==> src/rtl/switch_pkt_tx_if.sv <==
// Signal bundle between the host, switch_pkt_tx and the switch ingress.
// Latency: none (wires only).
// Backpressure: none; the transmitter side (slave) drives status and switch data.
interface switch_pkt_tx_if #(
  parameter int WORD_WIDTH = 8,
  parameter int FIFO_SIZE  = 64
);
  localparam int CW = $clog2(FIFO_SIZE) + 1;

  logic                  pl_wr_en;
  logic [WORD_WIDTH-1:0] pl_wr_data;
  logic                  pl_full;
  logic [CW-1:0]         pl_count;
  logic                  start;
  logic [WORD_WIDTH-1:0] da;
  logic [WORD_WIDTH-1:0] sa;
  logic [WORD_WIDTH-1:0] len;
  logic                  busy;
  logic                  done;
  logic                  err_len;
  logic [WORD_WIDTH-1:0] data_out;
  logic                  sw_enable_out;

  modport master (
    output pl_wr_en, pl_wr_data, start, da, sa, len,
    input  pl_full, pl_count, busy, done, err_len, data_out, sw_enable_out
  );

  modport slave (
    input  pl_wr_en, pl_wr_data, start, da, sa, len,
    output pl_full, pl_count, busy, done, err_len, data_out, sw_enable_out
  );
endinterface

==> src/rtl/switch_pkt_tx.sv <==
// Packet transmitter: buffers host payload words, frames DA,SA,LEN,payload to the switch.
// Latency: start sampled at edge N -> DA on data_out after edge N+1; gap of GAP_CYCLES after each packet.
// Backpressure: none downstream; host pushes into a full FIFO are dropped, start ignored while busy.
module switch_pkt_tx #(
  parameter int WORD_WIDTH = 8,
  parameter int FIFO_SIZE  = 64,
  parameter int GAP_CYCLES = 2
) (
  input logic           clk,
  input logic           rst_n,
  switch_pkt_tx_if.slave bus
);
  localparam int AW = $clog2(FIFO_SIZE);
  localparam int CW = AW + 1;
  localparam int GW = (GAP_CYCLES > 1) ? $clog2(GAP_CYCLES) : 1;
  localparam int MW = (WORD_WIDTH > CW) ? WORD_WIDTH : CW;

  typedef enum logic [2:0] {
    S_IDLE, S_DA, S_SA, S_LEN, S_PAYLOAD, S_GAP
  } state_t;

  state_t                state, state_nxt;
  logic [WORD_WIDTH-1:0] da_q, sa_q, len_q, pay_cnt;
  logic [GW-1:0]         gap_cnt;
  logic [WORD_WIDTH-1:0] mem [FIFO_SIZE];
  logic [AW-1:0]         wr_ptr, rd_ptr;
  logic [CW-1:0]         count;
  logic                  full, push, pop, len_ok, start_ok, start_bad;
  logic [WORD_WIDTH-1:0] data_q;
  logic                  en_q, done_q, err_q;

  // Payload words only leave the FIFO during PAYLOAD; a pop frees a slot for a same-cycle push.
  assign full      = (count == CW'(FIFO_SIZE));
  assign pop       = (state == S_PAYLOAD);
  assign push      = bus.pl_wr_en && (!full || pop);
  assign len_ok    = (bus.len != '0) && (MW'(bus.len) <= MW'(count));
  assign start_ok  = (state == S_IDLE) && bus.start && len_ok;
  assign start_bad = (state == S_IDLE) && bus.start && !len_ok;

  assign bus.pl_full       = full;
  assign bus.pl_count      = count;
  assign bus.busy          = (state != S_IDLE);
  assign bus.done          = done_q;
  assign bus.err_len       = err_q;
  assign bus.data_out      = data_q;
  assign bus.sw_enable_out = en_q;

  // FIFO storage; not reset, contents are only meaningful below count.
  always_ff @(posedge clk) begin
    if (push) mem[wr_ptr] <= bus.pl_wr_data;
  end

  // FIFO pointers and occupancy; pointers wrap naturally at FIFO_SIZE.
  always_ff @(posedge clk or negedge rst_n) begin
    if (!rst_n) begin
      wr_ptr <= '0;
      rd_ptr <= '0;
      count  <= '0;
    end else begin
      if (push) wr_ptr <= wr_ptr + 1'b1;
      if (pop)  rd_ptr <= rd_ptr + 1'b1;
      case ({push, pop})
        2'b10:   count <= count + 1'b1;
        2'b01:   count <= count - 1'b1;
        default: count <= count;
      endcase
    end
  end

  // State register.
  always_ff @(posedge clk or negedge rst_n) begin
    if (!rst_n) state <= S_IDLE;
    else        state <= state_nxt;
  end

  // Next-state: fixed header sequence, len payload cycles, then the idle gap.
  always_comb begin
    state_nxt = state;
    case (state)
      S_IDLE:    if (start_ok) state_nxt = S_DA;
      S_DA:      state_nxt = S_SA;
      S_SA:      state_nxt = S_LEN;
      S_LEN:     state_nxt = S_PAYLOAD;
      S_PAYLOAD: if (pay_cnt == WORD_WIDTH'(1)) state_nxt = S_GAP;
      S_GAP:     if (gap_cnt == GW'(GAP_CYCLES - 1)) state_nxt = S_IDLE;
      default:   state_nxt = S_IDLE;
    endcase
  end

  // Header latch, payload down-counter and gap counter.
  always_ff @(posedge clk or negedge rst_n) begin
    if (!rst_n) begin
      da_q    <= '0;
      sa_q    <= '0;
      len_q   <= '0;
      pay_cnt <= '0;
      gap_cnt <= '0;
    end else begin
      if (start_ok) begin
        da_q    <= bus.da;
        sa_q    <= bus.sa;
        len_q   <= bus.len;
        pay_cnt <= bus.len;
      end else if (state == S_PAYLOAD) begin
        pay_cnt <= pay_cnt - 1'b1;
      end
      if (state == S_GAP && state_nxt == S_GAP) gap_cnt <= gap_cnt + 1'b1;
      else                                      gap_cnt <= '0;
    end
  end

  // Registered switch outputs and status pulses, one cycle behind the state.
  always_ff @(posedge clk or negedge rst_n) begin
    if (!rst_n) begin
      data_q <= '0;
      en_q   <= 1'b0;
      done_q <= 1'b0;
      err_q  <= 1'b0;
    end else begin
      en_q   <= (state == S_DA) || (state == S_SA) || (state == S_LEN) || (state == S_PAYLOAD);
      done_q <= (state == S_GAP) && (gap_cnt == '0);
      err_q  <= start_bad;
      case (state)
        S_DA:      data_q <= da_q;
        S_SA:      data_q <= sa_q;
        S_LEN:     data_q <= len_q;
        S_PAYLOAD: data_q <= mem[rd_ptr];
        default:   data_q <= '0;
      endcase
    end
  end
endmodule

==> src/flat_wrapper.sv <==
// flat-port wrapper written by rule: the top's interface ports become plain ports
module switch_pkt_tx_flat 
#(
  parameter int WORD_WIDTH = 8,
  parameter int FIFO_SIZE  = 64,
  parameter int GAP_CYCLES = 2
)
  (clk, rst_n, bus_pl_wr_en, bus_pl_wr_data, bus_start, bus_da, bus_sa, bus_len, bus_pl_full, bus_pl_count, bus_busy, bus_done, bus_err_len, bus_data_out, bus_sw_enable_out);
  switch_pkt_tx_if #(.WORD_WIDTH(WORD_WIDTH), .FIFO_SIZE(FIFO_SIZE)) bus_i ();
  input logic clk;
  input logic rst_n;
  input wire logic [$bits(bus_i.pl_wr_en)-1:0] bus_pl_wr_en;
  input wire logic [$bits(bus_i.pl_wr_data)-1:0] bus_pl_wr_data;
  input wire logic [$bits(bus_i.start)-1:0] bus_start;
  input wire logic [$bits(bus_i.da)-1:0] bus_da;
  input wire logic [$bits(bus_i.sa)-1:0] bus_sa;
  input wire logic [$bits(bus_i.len)-1:0] bus_len;
  output wire logic [$bits(bus_i.pl_full)-1:0] bus_pl_full;
  output wire logic [$bits(bus_i.pl_count)-1:0] bus_pl_count;
  output wire logic [$bits(bus_i.busy)-1:0] bus_busy;
  output wire logic [$bits(bus_i.done)-1:0] bus_done;
  output wire logic [$bits(bus_i.err_len)-1:0] bus_err_len;
  output wire logic [$bits(bus_i.data_out)-1:0] bus_data_out;
  output wire logic [$bits(bus_i.sw_enable_out)-1:0] bus_sw_enable_out;
  assign bus_i.pl_wr_en = bus_pl_wr_en;
  assign bus_i.pl_wr_data = bus_pl_wr_data;
  assign bus_i.start = bus_start;
  assign bus_i.da = bus_da;
  assign bus_i.sa = bus_sa;
  assign bus_i.len = bus_len;
  assign bus_pl_full = bus_i.pl_full;
  assign bus_pl_count = bus_i.pl_count;
  assign bus_busy = bus_i.busy;
  assign bus_done = bus_i.done;
  assign bus_err_len = bus_i.err_len;
  assign bus_data_out = bus_i.data_out;
  assign bus_sw_enable_out = bus_i.sw_enable_out;
  switch_pkt_tx #(.WORD_WIDTH(WORD_WIDTH), .FIFO_SIZE(FIFO_SIZE), .GAP_CYCLES(GAP_CYCLES)) u_core (.clk(clk), .rst_n(rst_n), .bus(bus_i));
endmodule
==> config.mk <==
export PLATFORM = sky130hd
export DESIGN_NAME = switch_pkt_tx_flat
export DESIGN_NICKNAME = d
export VERILOG_FILES = /design/src/rtl/switch_pkt_tx_if.sv /design/src/rtl/switch_pkt_tx.sv /design/src/flat_wrapper.sv
export SDC_FILE = /design/constraint.sdc
export NUM_CORES = 1
export LEC_CHECK = 0
export ABC_CLOCK_PERIOD_IN_PS = 2870
export BUFFER_PORTS_ARGS = -buffer_cell sky130_fd_sc_hd__buf_4
export CAP_MARGIN = 20
export CORE_UTILIZATION = 35
export DETAILED_ROUTE_END_ITERATION = 8
export SLEW_MARGIN = 0
export SYNTH_ARGS = -nofsm -noshare
export SYNTH_HDL_FRONTEND = slang
export SYNTH_SLANG_ARGS = --single-unit
export TNS_END_PERCENT = 100
==> constraint.sdc <==
create_clock -name clk -period 2.87 [get_ports clk]
set_input_delay 0.4305 -clock clk [delete_from_list [all_inputs] [get_ports clk]]
set_output_delay 0.4305 -clock clk [all_outputs]
set_load 0.05 [all_outputs]
==> flow_metrics.env <==
export IMPL_ff2ff_path_depth=6
export IMPL_reg2reg_slack_ps=50
export IMPL_cts_buffer_depth=3
export IMPL_synth_area_leaders="edfxtp_1 (66%), mux4_2 (9.9%), dfrtp_1 (7.1%), mux2i_1 (3.1%), nor2_1 (1.5%)"
export IMPL_antenna_found_initial=0
export IMPL_relSlewSlack_pct=40.2
export IMPL_cap_violations=0
export IMPL_insertion_delay_ps=630
export IMPL_r2r_end="u_core.mem[14][2]"
export IMPL_worstPathCellList="or4b_4, nor4_4, a21boi_2, and2_1, nand3b_2, nor2_1"
export IMPL_r2r_start="u_core.bus.pl_count[6]"
export IMPL_drtIter0Drc=1176
export IMPL_crit_required_ps=3120
export IMPL_drc=26
export IMPL_cp_max_fo=8
export IMPL_end_kind="flop"
export IMPL_postCtsSetupBuffers=0
export IMPL_grt_max_degree=67
export IMPL_cp_start_kind="flop"
export IMPL_ys_seq_area_share_pct=72.8
export IMPL_placed_cell_area_um2=25000
export IMPL_synth_net_count=1334
export IMPL_initial_core_util_pct=35.5
export IMPL_die_w_um=261
export IMPL_core_um2=66000
export IMPL_hpwlAfterDp_mm=34.2
export IMPL_powerDensity_nw_per_um2=907
export IMPL_path_buf_inv=0
export IMPL_yosys_warnings=0
export IMPL_fmax_mhz=355
export IMPL_worstSetupPathType="reg2reg"
export IMPL_overflow=0
export IMPL_diodes=0
export IMPL_numCtsBuffers=58
export IMPL_io_pins=56
export IMPL_finalHoldViolations=0
export IMPL_syn_to_final_growth_pct=15.1
export IMPL_die_h_um=261
export IMPL_synth_cells=1281
export IMPL_pre_cts_slack_ps=47.2
export IMPL_period_needed_ps=2820
export IMPL_timing_final_ws_setup_ps=54.0
export IMPL_violations="DRC"
export IMPL_p_leak_nw=8.85
export IMPL_finClkSkew_ps=18.3
export IMPL_drive_gt1_share_pct=25.9
export IMPL_design_area_um2=26900
export IMPL_setup_viol=0
export IMPL_drt_met1_wl_mm=24.8
export IMPL_whs_path_depth=2
export IMPL_topRoutingLayerUsed="met4"
export IMPL_clock_sinks=578
export IMPL_ys_types=63
export IMPL_ys_flop_type="edfxtp_1"
export IMPL_ys_top_cells_by_count="edfxtp_1 (512), mux4_2 (103), nor2_1 (92)"
export IMPL_rsz0062_at_grt="yes"
export IMPL_min_period_over_period_pct=98.1
export IMPL_maxSlewViolCount=0
export IMPL_irDropWorstVdd_mv=0.508
export IMPL_synth_edf_count=512
export IMPL_drtPass1Iterations=7
export IMPL_min_path_type="in2reg"
export IMPL_cpMaxStageDelayCell="nor2_1"
export IMPL_grt_first_pass_wirelength_mm=82.2
export IMPL_crit_arrival_ps=3070
export IMPL_async_flop_share_pct=11.4
export IMPL_h_tree_depth=2
export IMPL_ys_ff_latch=578
export IMPL_wl_mm=54.8
export IMPL_grt_use_total_pct=16.4
export IMPL_critical_path_top_delay_family="simple AND/OR/NAND/NOR gates"
export IMPL_synth_most_common_cell="edfxtp_1"
export IMPL_syn_area_um2=23400
export IMPL_final_antenna_net_count=0
export IMPL_clkTransAtPathRegs_ps=60
export IMPL_outcome="finished, violations left"
export IMPL_grt_pass1_vias=12600
export IMPL_fp_row_count=94
export IMPL_synth_largest_area_cell="edfxtp_1"
export IMPL_via_per_inst=5.32
export IMPL_routedWlPerCell_um=23.9
export IMPL_min_to="u_core.sa_q[1]"
export IMPL_die_area_um2=67900
export IMPL_cts_tree="done"
export IMPL_wl_met3_mm=3.16
export IMPL_root_buffer="clkbuf_16"
export IMPL_max_stage_delay_ps=700
export IMPL_timing_hold_ws_ps=46.5
export IMPL_syn_area_per_cell_um2=18.3
export IMPL_gp_congestion=0.825
export IMPL_hold_start="bus_sa[1]"
export IMPL_worst_pin_slew_ps=897
export IMPL_dr_wl_met2_mm=25.3
export IMPL_yosys_area_top_type_share_pct=65.7
export IMPL_io_buffers=55
export IMPL_vias=12200
export IMPL_final_nets=1434
==> area by class of cell <==
class,instances,area (um^2)
inverters,22,82.6
fillers,5767,39000
flip-flops and latches,578,17000
well taps,864,1080
clock buffers,66,1510
multi-input cells,612,5910
clock inverters,42,422
repair buffers,109,896
==> flip-flops by register name (all words and copies together), names as in the netlist <==
signal and cells:
u_core.bus.data_out 8, u_core.state 3, u_core.bus.sw_enable_out 1, u_core.mem 512, u_core.bus.done 1, u_core.wr_ptr 6, u_core.bus.pl_count 7, u_core.pay_cnt 8
u_core.gap_cnt 1, u_core.sa_q 8, u_core.da_q 8, u_core.rd_ptr 6, u_core.len_q 8, u_core.bus.err_len 1
==> worst max path at each step <==
stage,from,end,slack [ps],cells after the start
finish,u_core.bus.pl_count[6],u_core.mem[14][2],50,6
detailed placement,u_core.bus.pl_count[6],u_core.mem[36][2],50,7
global route,u_core.bus.pl_count[6],u_core.mem[30][0],-70,6
CTS,u_core.bus.pl_count[6],u_core.mem[37][4],30,6
global placement,u_core.state[1],u_core.mem[44][4],90,7
floorplan,u_core.bus.pl_count[4],u_core.mem[28][0],2,6
==> timing repair <==
item | CTS | global route
endpoints found under the hold margin | 66 | 0
hold buffers | 1 | 0
resized for setup | 0 | 12
setup endpoints to repair | 0 | 128
==> cell families after synthesis <==
family | share of synthesized area, %
flip-flops | 72.8
AND/OR/NAND/NOR | 4.63
multiplexers | 14.7
AO/OA/AOI/OAI | 4.28
buffers and inverters | 2.11
adder cells (fa/ha/maj) | 0.941
XOR/XNOR | 0.599
==> cells in the final DEF, fill, tap and decap left out, drive strengths merged, types with 4 or more instances in the layout <==
cell type / instances
a211oi: 4
o211ai: 14
mux2i: 72
nor4: 4
buf: 108
nor2: 92
o21ai: 32
o22ai: 11
o21a: 6
a32oi: 5
ha: 16
a31oi: 7
or3: 5
xnor2: 13
mux2: 28
dfrtp: 66
a21oi: 14
mux4: 106
nand2: 59
nand3b: 6
nor3: 4
edfxtp: 512
clkinv: 28
and2: 7
a221oi: 16
clkinvlp: 5
bufinv: 7
clkbuf: 66
nand3: 23
inv: 24
nor2b: 10
a22oi: 18
nand2b: 4
or2: 5
==> power breakdown <==
group / internal, mW / switching (mW) / leakage (nW)
Combinational: 2.58 / 4.00 / 2.51
Clock: 4.42 / 3.21 / 0.947
Sequential: 9.73 / 0.492 / 5.40
Total: 16.7 / 7.71 / 8.85
==> worst reg2reg max path, delay by kind of cell, from the launching register on <==
| family | cells | cell delay, ps |
|---|---|---|
| AO/OA/AOI/OAI | 1 | 360 |
| flip-flops | 1 | 400 |
| AND/OR/NAND/NOR | 5 | 1710 |
==> metal layers <==
layer	vias to the layer above	GRT usage, %
li1	5310	-
met1	6374	23.7
met2	414	25.3
met3	93	2.20
met4	0	6.06
met5	-	0
==> metrics by stage <==
step                util, %  std cells  setup TNS [ps]  power, mW
finish                 40.8       2293               0       24.4
global route           40.8       2293           -1880       25.4
CTS                    40.8       2293               0       24.6
detailed placement     37.8       2184               0       17.0
global placement       37.8       2184               0       16.9
floorplan                 -       1281               0       14.5
Power figures use the tool's default switching activity.
